[src/rtl/swizzle_pkg.sv]
`default_nettype none
// ============================================================================
// Module   : swizzle_pkg
// Purpose  : Shared defaults and FSM state encoding for the swizzle
//            passthrough blocks (dram_to_cram and cram_to_dram).
// Revision : 1.0 - initial release
// ============================================================================
package swizzle_pkg;

  localparam int DEFAULT_DWIDTH     = 40;
  localparam int DEFAULT_AWIDTH     = 9;
  localparam int DEFAULT_NUMW       = 16;
  localparam int DEFAULT_NUM_WORDS  = 512;
  localparam int DEFAULT_START_ADDR = 0;

  typedef enum logic [1:0] {
    IDLE  = 2'd0,
    READ  = 2'd1,
    DRAIN = 2'd2,
    DONE  = 2'd3
  } state_t;

endpackage : swizzle_pkg
`default_nettype wire

[src/rtl/swizzle_out_fifo.sv]
`default_nettype none
// ============================================================================
// Module   : swizzle_out_fifo
// Purpose  : Small synchronous FIFO holding RAM read data until the memory
//            controller accepts it. Depth must be a power of two, so the
//            read/write pointers wrap naturally.
// Revision : 1.0 - initial release
// ============================================================================
module swizzle_out_fifo #(
  parameter int DWIDTH     = 40,
  parameter int FIFO_DEPTH = 4
) (
  input  logic                          clk,
  input  logic                          resetn,
  input  logic                          push,
  input  logic [DWIDTH-1:0]             push_data,
  input  logic                          pop,
  output logic [DWIDTH-1:0]             head,
  output logic                          empty,
  output logic                          full,
  output logic [$clog2(FIFO_DEPTH):0]   count
);

  localparam int PW = $clog2(FIFO_DEPTH);

  logic [DWIDTH-1:0] mem_q [FIFO_DEPTH];
  logic [DWIDTH-1:0] mem_d [FIFO_DEPTH];
  logic [PW-1:0]     wr_ptr_q, wr_ptr_d;
  logic [PW-1:0]     rd_ptr_q, rd_ptr_d;
  logic [PW:0]       count_q, count_d;
  logic              do_push;
  logic              do_pop;

  assign empty   = (count_q == '0);
  assign full    = (count_q == (PW+1)'(FIFO_DEPTH));
  assign count   = count_q;
  assign head    = mem_q[rd_ptr_q];
  assign do_pop  = pop && !empty;
  assign do_push = push && (!full || do_pop);

  // Next-state for storage, pointers and occupancy.
  always_comb begin
    mem_d    = mem_q;
    wr_ptr_d = wr_ptr_q;
    rd_ptr_d = rd_ptr_q;
    count_d  = count_q;
    if (do_push) begin
      mem_d[wr_ptr_q] = push_data;
      wr_ptr_d        = wr_ptr_q + PW'(1);
    end
    if (do_pop) begin
      rd_ptr_d = rd_ptr_q + PW'(1);
    end
    case ({do_push, do_pop})
      2'b10:   count_d = count_q + (PW+1)'(1);
      2'b01:   count_d = count_q - (PW+1)'(1);
      default: count_d = count_q;
    endcase
  end

  // Storage is cleared on reset so the head reads as zero while empty.
  always_ff @(posedge clk) begin
    if (!resetn) begin
      for (int i = 0; i < FIFO_DEPTH; i++) begin
        mem_q[i] <= '0;
      end
      wr_ptr_q <= '0;
      rd_ptr_q <= '0;
      count_q  <= '0;
    end else begin
      mem_q    <= mem_d;
      wr_ptr_q <= wr_ptr_d;
      rd_ptr_q <= rd_ptr_d;
      count_q  <= count_d;
    end
  end

endmodule : swizzle_out_fifo
`default_nettype wire

[src/rtl/swizzle_cram_to_dram.sv]
`default_nettype none
// ============================================================================
// Module   : swizzle_cram_to_dram
// Purpose  : Reads num_rams compute RAMs word by word and streams the words
//            to the memory controller through a credit-managed output FIFO.
//            A read is issued only when the FIFO is guaranteed room for its
//            data, so controller backpressure never drops or repeats a word.
// Revision : 1.0 - initial release
// ============================================================================
module swizzle_cram_to_dram
  import swizzle_pkg::*;
#(
  parameter int DWIDTH     = DEFAULT_DWIDTH,
  parameter int AWIDTH     = DEFAULT_AWIDTH,
  parameter int NUM_WORDS  = DEFAULT_NUM_WORDS,
  parameter int START_ADDR = DEFAULT_START_ADDR,
  parameter int NUMW       = DEFAULT_NUMW,
  parameter int FIFO_DEPTH = 4
) (
  input  logic              clk,
  input  logic              resetn,
  input  logic              start,
  input  logic [NUMW-1:0]   num_rams,
  input  logic [DWIDTH-1:0] ram_data_in,
  output logic              ram_re,
  output logic [AWIDTH-1:0] ram_addr,
  output logic [NUMW-1:0]   ram_num,
  output logic [DWIDTH-1:0] mem_ctrl_data_out,
  output logic              mem_ctrl_data_valid,
  input  logic              mem_ctrl_ready,
  output logic              busy,
  output logic              done
);

  localparam int CNTW = $clog2(FIFO_DEPTH) + 1;

  state_t            state_q, state_d;
  logic              ram_re_q, ram_re_d;
  logic [AWIDTH-1:0] ram_addr_q, ram_addr_d;
  logic [NUMW-1:0]   ram_num_q, ram_num_d;
  logic [NUMW-1:0]   num_rams_q, num_rams_d;
  logic              inflight_q, inflight_d;
  logic              busy_q, busy_d;
  logic              done_q, done_d;

  logic              fifo_empty;
  logic              fifo_full;
  logic [CNTW-1:0]   fifo_count;
  logic              pop;
  logic [CNTW:0]     credit_sum;
  logic              credit_ok;
  logic              last_addr;
  logic              last_read;
  logic              drain_clear;

  swizzle_out_fifo #(
    .DWIDTH     (DWIDTH),
    .FIFO_DEPTH (FIFO_DEPTH)
  ) u_fifo (
    .clk       (clk),
    .resetn    (resetn),
    .push      (inflight_q),
    .push_data (ram_data_in),
    .pop       (pop),
    .head      (mem_ctrl_data_out),
    .empty     (fifo_empty),
    .full      (fifo_full),
    .count     (fifo_count)
  );

  assign mem_ctrl_data_valid = !fifo_empty;
  assign pop                 = !fifo_empty && mem_ctrl_ready;

  // Words committed for next cycle: FIFO contents plus landing and issuing
  // reads, minus this cycle's pop. Another read fits only below the depth.
  assign credit_sum = {1'b0, fifo_count} + (CNTW+1)'(inflight_q)
                    + (CNTW+1)'(ram_re_q) - (CNTW+1)'(pop);
  assign credit_ok  = (credit_sum < (CNTW+1)'(FIFO_DEPTH)) && !(fifo_full && !pop);

  assign last_addr   = (ram_addr_q == AWIDTH'(NUM_WORDS - 1));
  assign last_read   = ram_re_q && last_addr && (ram_num_q == (num_rams_q - NUMW'(1)));
  // FIFO will be empty after this cycle and nothing is still arriving.
  assign drain_clear = !inflight_q &&
                       (fifo_empty || ((fifo_count == CNTW'(1)) && pop));

  // Next-state and registered-output computation for the read sequencer.
  always_comb begin
    state_d    = state_q;
    ram_re_d   = 1'b0;
    ram_addr_d = ram_addr_q;
    ram_num_d  = ram_num_q;
    num_rams_d = num_rams_q;
    inflight_d = ram_re_q;
    busy_d     = busy_q;
    done_d     = (state_q == DONE);
    case (state_q)
      IDLE: begin
        if (start) begin
          num_rams_d = num_rams;
          busy_d     = 1'b1;
          if (num_rams != '0) begin
            state_d    = READ;
            ram_num_d  = '0;
            ram_addr_d = AWIDTH'(START_ADDR);
            ram_re_d   = 1'b1;
          end else begin
            state_d = DONE;
          end
        end
      end
      READ: begin
        if (ram_re_q) begin
          if (last_addr) begin
            ram_addr_d = AWIDTH'(START_ADDR);
            ram_num_d  = ram_num_q + NUMW'(1);
          end else begin
            ram_addr_d = ram_addr_q + AWIDTH'(1);
          end
        end
        if (last_read) begin
          state_d = DRAIN;
        end else begin
          ram_re_d = credit_ok;
        end
      end
      DRAIN: begin
        if (drain_clear) begin
          state_d = DONE;
        end
      end
      DONE: begin
        busy_d  = 1'b0;
        state_d = IDLE;
      end
      default: state_d = IDLE;
    endcase
  end

  // Sequencer state and registered outputs; reset aborts any transfer.
  always_ff @(posedge clk) begin
    if (!resetn) begin
      state_q    <= IDLE;
      ram_re_q   <= 1'b0;
      ram_addr_q <= AWIDTH'(START_ADDR);
      ram_num_q  <= '0;
      num_rams_q <= '0;
      inflight_q <= 1'b0;
      busy_q     <= 1'b0;
      done_q     <= 1'b0;
    end else begin
      state_q    <= state_d;
      ram_re_q   <= ram_re_d;
      ram_addr_q <= ram_addr_d;
      ram_num_q  <= ram_num_d;
      num_rams_q <= num_rams_d;
      inflight_q <= inflight_d;
      busy_q     <= busy_d;
      done_q     <= done_d;
    end
  end

  assign ram_re   = ram_re_q;
  assign ram_addr = ram_addr_q;
  assign ram_num  = ram_num_q;
  assign busy     = busy_q;
  assign done     = done_q;

endmodule : swizzle_cram_to_dram
`default_nettype wire

[config.mk]
export PLATFORM = sky130hd
export DESIGN_NAME = swizzle_cram_to_dram
export DESIGN_NICKNAME = d
export VERILOG_FILES = /design/src/rtl/swizzle_pkg.sv /design/src/rtl/swizzle_out_fifo.sv /design/src/rtl/swizzle_cram_to_dram.sv
export SDC_FILE = /design/constraint.sdc
export NUM_CORES = 1
export LEC_CHECK = 0
export ABC_AREA = 1
export CORE_UTILIZATION = 40
export CTS_CLUSTER_SIZE = 28
export DETAILED_ROUTE_END_ITERATION = 8
export RECOVER_POWER = 50
export SLEW_MARGIN = 30
export SYNTH_ARGS = -nofsm -noshare
export SYNTH_HDL_FRONTEND = slang
export SYNTH_SLANG_ARGS = --single-unit
[constraint.sdc]
create_clock -name clk -period 2.3 [get_ports clk]
set_input_delay 0.46 -clock clk [delete_from_list [all_inputs] [get_ports clk]]
set_output_delay 0.46 -clock clk [all_outputs]
set_load 0.1 [all_outputs]
==> summary.txt, run 1 <==
Slew @ Worst Pin: 0.585 ns
Post-Synthesis Cell Area: 10400 µm²
Post-route setup slack: 0.0153 ns
Setup violations, final: 0
Initial antenna violation count: 1
Reg clk slew, reported paths: 0.06 ns
Wire per inst: 16.6 µm
Via count: 10500
# diodes: 0
Pwr dens: 1270 nW/µm²
Hold slack: 0.456 ns
XOR/XNOR Fraction of Synth Area: 2.53%
Yosys cell types: 35
Mapped Cells: 1477
Post-route cell area: 13600 µm²
Pre-CTS WS: -0.187 ns
# DRC: 0
Tmin final: 2.28 ns
First-iteration detailed-routing DRC count: 825
Rows: 58
FF-to-FF setup slack: 0.09 ns
Complex-gate fraction of the synthesized area: 17.9%
R2r endpoint: ram_re
Rel. slew slack: 60.9%
DP Cell Count: 1868
Synth Register Bits: 214
Max incr delay on CP: 0.46 ns
CP required: 1.84 ns
Max-Cap Viols: 0
Overall Power: 17.3 mW
Min-delay src: u_fifo.mem_q[65]
Die height: 163 µm
Crit-path cells: buf_16, nor2_1, o22ai_2, buf_12
Sequential fraction of the synthesis area: 41.2%
Leak: 5.07 nW
Fillers: 2433
Critical Path AT: 1.82 ns
Placed cell area: 12700 µm²
Crit-path leading delay family: buffers and inverters
Die width: 163 µm
Worst Setup Start Kind: register
FMAX: 438 MHz
Worst hold stages: 2
Post-DRT Antenna Nets: 0
Sink Count: 214
Syn_nets: 1558
PortBufs: 128
Yosys top cell by area: dfxtp_1
Area grow syn2layout: 30.8%
Number of global-route vias before repair: 9670
Gpl congestion: 0.848
Sum Neg Setup Slack: 0 ns
Status: completed
Worst-skew pair later-pin latency: 0.51 ns
Top-count cell post-synth: nand2_1
CTS tree: built
Worst-case clock skew: 0.00776 ns
Initial core utilization: 41.1%
CTS H-tree depth: 1
Worst path buffer plus inverter count: 2
YS warnings: 0
Root Driver: clkbuf_16
Post-layout nets: 1655
Syn avg cell area: 7.04 µm²
Largest net degree at the start of global routing: 95
Clock Tree Buf Depth: 3
Largest family of logic cells by synthesized area: simple AND/OR/NAND/NOR gates
Final Hold Fails: 0
Min-Delay Path Class: reg2reg
Most frequent cells after synthesis: nand2_1, dfxtp_1, a21oi_1
Share of cells above drive strength 1: 15.7%
Die area: 26700 µm²
Simple-gate area share of the yosys netlist: 27.8%
Final Core Density: 53.7%
Share of the synthesized area in the top cell type: 41.2%
WS Path Type: reg2out
Final Cycle Share: 99.3%
Fin cells: 1919
Max-slew violation count: 0
Reg-to-Reg Start: u_fifo.count[1]
Mux cell area share after synthesis: 0%
Top post-synthesis cells by area: dfxtp_1, nand2_1, a21oi_1
Core ar.: 25300 µm²
Peak VDD IR: 1130 µV
All-Layer GR Usage: 23.4%
DR pass1 iterations: 9
WL final: 31900 µm
Post-synthesis adder-cell area fraction: 2.53%
Hold path endpoint: u_fifo.mem_q[65]
Global-route wire length before repair: 50800 µm
Vias per cell: 5.46
I/O Pins: 129
Remaining Overflow, GRT: 0
Critical Path Slowest Stage Cell: dfxtp_4
Asr flop ratio synth: 0%
R2R depth: 14
Endpoint class of the critical path: output port
DPL Wire Length: 19400 µm
Total CTS buffers: 25
Dominant synthesized flop cell: dfxtp_1
RSZ-0062 raised after global routing: yes
CP Max Fanout: 40
Post-synth EDFFs: 0
how the worst max path moves through the flow:
stage | start | to | slack (ns) | cells past startpoint
6_report | u_fifo.rd_ptr_q[0] | mem_ctrl_data_out[28] | 0.02 | 4
5_1_grt | ram_addr[1] | state_q[1] | -0.04 | 15
4_1_cts | u_fifo.rd_ptr_q[0] | mem_ctrl_data_out[24] | -0.008 | 4
3_5_place_dp | mem_ctrl_ready | ram_re | -0.19 | 12
3_3_place_gp | mem_ctrl_ready | ram_re | -0.11 | 12
2_1_floorplan | ram_addr[4] | state_q[0] | 0.009 | 16
per-layer routing:
metal,track usage (%),vias up,routed length (µm)
met3,3.10,41,2170
met1,33.1,4924,14800
li1,-,5146,-
met2,37.3,361,14500
met5,0,-,12
met4,5.44,2,506
layout by cell type (no fill, tap or decap), types with 3 or more instances in the layout:
cell type	netlist	layout
nand2_1	283	286
dfxtp_1	214	204
a21oi_1	198	197
nand3_1	184	181
nor2_1	154	153
o21ai_0	114	87
inv_1	67	63
clkdlybuf4s50_1	0	59
buf_12	0	51
o22ai_2	0	40
o21ai_1	4	30
buf_4	36	30
clkbuf_16	0	28
clkbuf_2	2	25
xor2_1	24	24
ha_1	21	14
nor3_1	12	12
clkbuf_1	69	7
nand4_1	6	6
nor4_1	6	6
xnor2_1	6	6
nor2_2	5	6
clkbuf_8	0	6
buf_6	2	6
dfxtp_2	0	6
inv_2	4	5
nand2_2	9	5
nand3_2	2	5
ha_2	0	5
clkinv_2	0	5
dfxtp_4	0	4
buf_16	0	3
sequential cells by signal (all words and copies together), names as in the netlist:
signal           cells
done                 1
u_fifo.wr_ptr_q      2
num_rams_q          16
inflight_q           1
ram_num             16
u_fifo.mem_q       160
ram_re               1
u_fifo.count         3
state_q              2
u_fifo.rd_ptr_q      2
busy                 1
ram_addr             9
logic make-up after synthesis:
group | count (synthesis)
flip-flops | 214
XOR/XNOR | 30
adder cells (fa/ha/maj) | 21
buffers and inverters | 183
AO/OA/AOI/OAI | 359
AND/OR/NAND/NOR | 670
power breakdown:
part	internal, mW	leakage (nW)	switching [mW]
combinational	3.09	2.93	6.12
clock	2.35	0.402	1.52
sequential	3.99	1.74	0.265
total	9.43	5.07	7.91
worst min-delay path: stages (launching register included):
cell     delay (ns)
dfxtp_1        0.30
nand2_1        0.06
a21oi_1        0.05
area by class of cell:
class	count	area, µm²	share of cell area [%]
Timing Repair Buffer	182	2200	16.2
Multi-Input combinational cell	1080	5600	41.2
Inverter	71	277	2.03
Clock inverter	6	55.1	0.405
Sequential cell	214	4310	31.7
Tap cell	330	413	3.04
Clock buffer	36	748	5.50
timing repair:
| action | in CTS | in global routing |
|---|---|---|
| hold buffers | 0 | 0 |
| gates cloned | 2 | 2 |
| setup endpoints to repair | 33 | 40 |
| resized for setup | 6 | 48 |
| setup buffers | 0 | 5 |
| pin swaps | 1 | 13 |
(Power assumes the default switching activity.)
==> run 2, diff against run 1 <==
CAP_MARGIN = 30   (was not set)
clock period = 2.2 ns   (was 2.3 ns; I/O delays follow)
==> summary.txt, run 2 (synthesized netlist as in run 1, its figures left out) <==
PortBufs: 128 (unchanged)
Core ar.: 25300 µm² (unchanged)
DP Cell Count: 1882 (+0.75%)
Status: complete, but fails checks
Die area: 26700 µm² (unchanged)
Total CTS buffers: 25 (unchanged)
Remaining Overflow, GRT: 0 (unchanged)
Gpl congestion: 0.879 (+3.7%)
Setup violations, final: 15 (+15)
# diodes: 0 (unchanged)
# DRC: 0 (unchanged)
Most used cell, CP: buf_12
Slew @ Worst Pin: 0.698 ns (+0.113 ns)
WL final: 32800 µm (+2.7%)
Number of global-route vias before repair: 9989 (+3.3%)
Share of cells above drive strength 1: 20.2% (+4.5 points)
Overall Power: 19.5 mW (+12%)
Most frequent cells in the layout: nand2_1, a21oi_1, dfxtp_1, nand3_1, nor2_1
Largest register FFs: 160 (unchanged)
Max-slew violation count: 0 (unchanged)
Final Cycle Share: 102%
All-Layer GR Usage: 24.1% (+0.78 points)
Fin cells: 1940 (+1.1%)
CP required: 1.76 ns (-0.08 ns)
Area grow syn2layout: 38.9%
Post-route setup slack: -0.0522 ns (-0.0675 ns)
CTS tree: built
Peak VDD IR: 1130 µV (+0.14%)
Rows: 58 (unchanged)
First-iteration detailed-routing DRC count: 801 (-2.9%)
WS Path Type: reg2out
Endpoint class of the critical path: output port
Initial antenna violation count: 0 (-1)
Register with the most flip-flops: u_fifo.mem_q
FMAX: 444 MHz
Failing checks: negative setup slack
Pwr dens: 1350 nW/µm² (+5.8%)
Commonest non-fill, non-tap cell in the layout: nand2_1
RSZ-0062 raised after global routing: yes
Tmin final: 2.25 ns
Hold slack: 0.456 ns (-0.000446 ns)
Min-Delay Path Class: reg2reg
Clock Tree Buf Depth: 3 (unchanged)
Hold_buf cts: 0 (unchanged)
DPL Wire Length: 20100 µm (+4.0%)
Vias per cell: 5.39 (-1.2%)
Worst-skew pair later-pin latency: 0.53 ns (+0.02 ns)
Crit-path leading delay family: flip-flops
I/O Pins: 129 (unchanged)
Root Driver: clkbuf_16
Max-Cap Viols: 0 (unchanged)
Via count: 10500 (-0.13%)
Die height: 163 µm (unchanged)
Wire per inst: 16.9 µm (+1.6%)
Global-route wire length before repair: 52200 µm (+2.7%)
Largest net degree at the start of global routing: 91 (-4.2%)
Post-layout nets: 1677 (+1.3%)
CP Max Fanout: 16 (-60%)
Die width: 163 µm (unchanged)
Sum Neg Setup Slack: -0.199 ns (-0.199 ns)
Final Hold Fails: 0 (unchanged)
Sink Count: 214 (unchanged)
Max incr delay on CP: 0.44 ns (-0.02 ns)
Worst path buffer plus inverter count: 3 (+1)
Crit-path cells: inv_8, buf_12, o21ai_1, o22ai_4, buf_12
Final Core Density: 57.0% (+3.3 points)
Reg clk slew, reported paths: 0.06 ns (about the same)
Leak: 5.28 nW (+4.1%)
DR pass1 iterations: 5 (-4)
Critical Path Slowest Stage Cell: dfxtp_4
CTS H-tree depth: 1 (unchanged)
Worst-case clock skew: 0.0255 ns (+0.0177 ns)
Rel. slew slack: 53.5% (-7.5 points)
Worst Setup Start Kind: register
Post-DRT Antenna Nets: 0 (unchanged)
Critical Path AT: 1.81 ns (about the same)
Initial core utilization: 41.1% (unchanged)
[run 2: what timing repair did]
action / CTS / global route
gates resized for setup: 80 / 40
cloned: 4 / 2
endpoints found under the setup margin: 41 / 43
buffers inserted: 3 / 8
pin swaps: 2 / 21
[run 2: final cells by class]
type / count / area, µm²
repair buffers: 204 / 2540
fillers: 2352 / 10900
flip-flops and latches: 214 / 4330
clock inverters: 5 / 56.3
clock buffers: 36 / 790
inverters: 71 / 282
multi-input cells: 1080 / 6040
well taps: 330 / 413
[run 2: worst paths after layout]
check | depth (start not counted) | from | endpoint | slack [ns]
max | 5 | u_fifo.rd_ptr_q[0] | mem_ctrl_data_out[25] | -0.05
min | 2 | u_fifo.mem_q[42] | u_fifo.mem_q[42] | 0.46
max reg2reg | 15 | ram_addr[0] | state_q[0] | 0.03
min reg2reg | 2 | u_fifo.mem_q[42] | u_fifo.mem_q[42] | 0.46
[run 2: worst min-delay path: cells and delay by family, from the launching register on]
family / cells / cell delay (ns)
simple gates: 1 / 0.06
flops: 1 / 0.30
compound gates: 1 / 0.05
[run 2: metal layers]
layer	wire length (µm)	GRT usage (%)
met5	0	0
met4	780	7.39
met3	1570	3.00
met2	15200	39.3
met1	15200	33.1
[run 2: where the power goes]
part / switching [mW] / internal [mW]
Clock: 1.65 / 2.59
Sequential: 0.258 / 4.17
Combinational: 6.92 / 3.89
[run 2: through the flow]
step / setup WS [ns] / instance area (µm²)
after floorplan: -0.0470 / 11000
after global placement: -0.203 / 13100
after detailed placement: -0.234 / 13100
after CTS: -0.0500 / 14200
after global routing: -0.0993 / 14400
final: -0.0522 / 14400
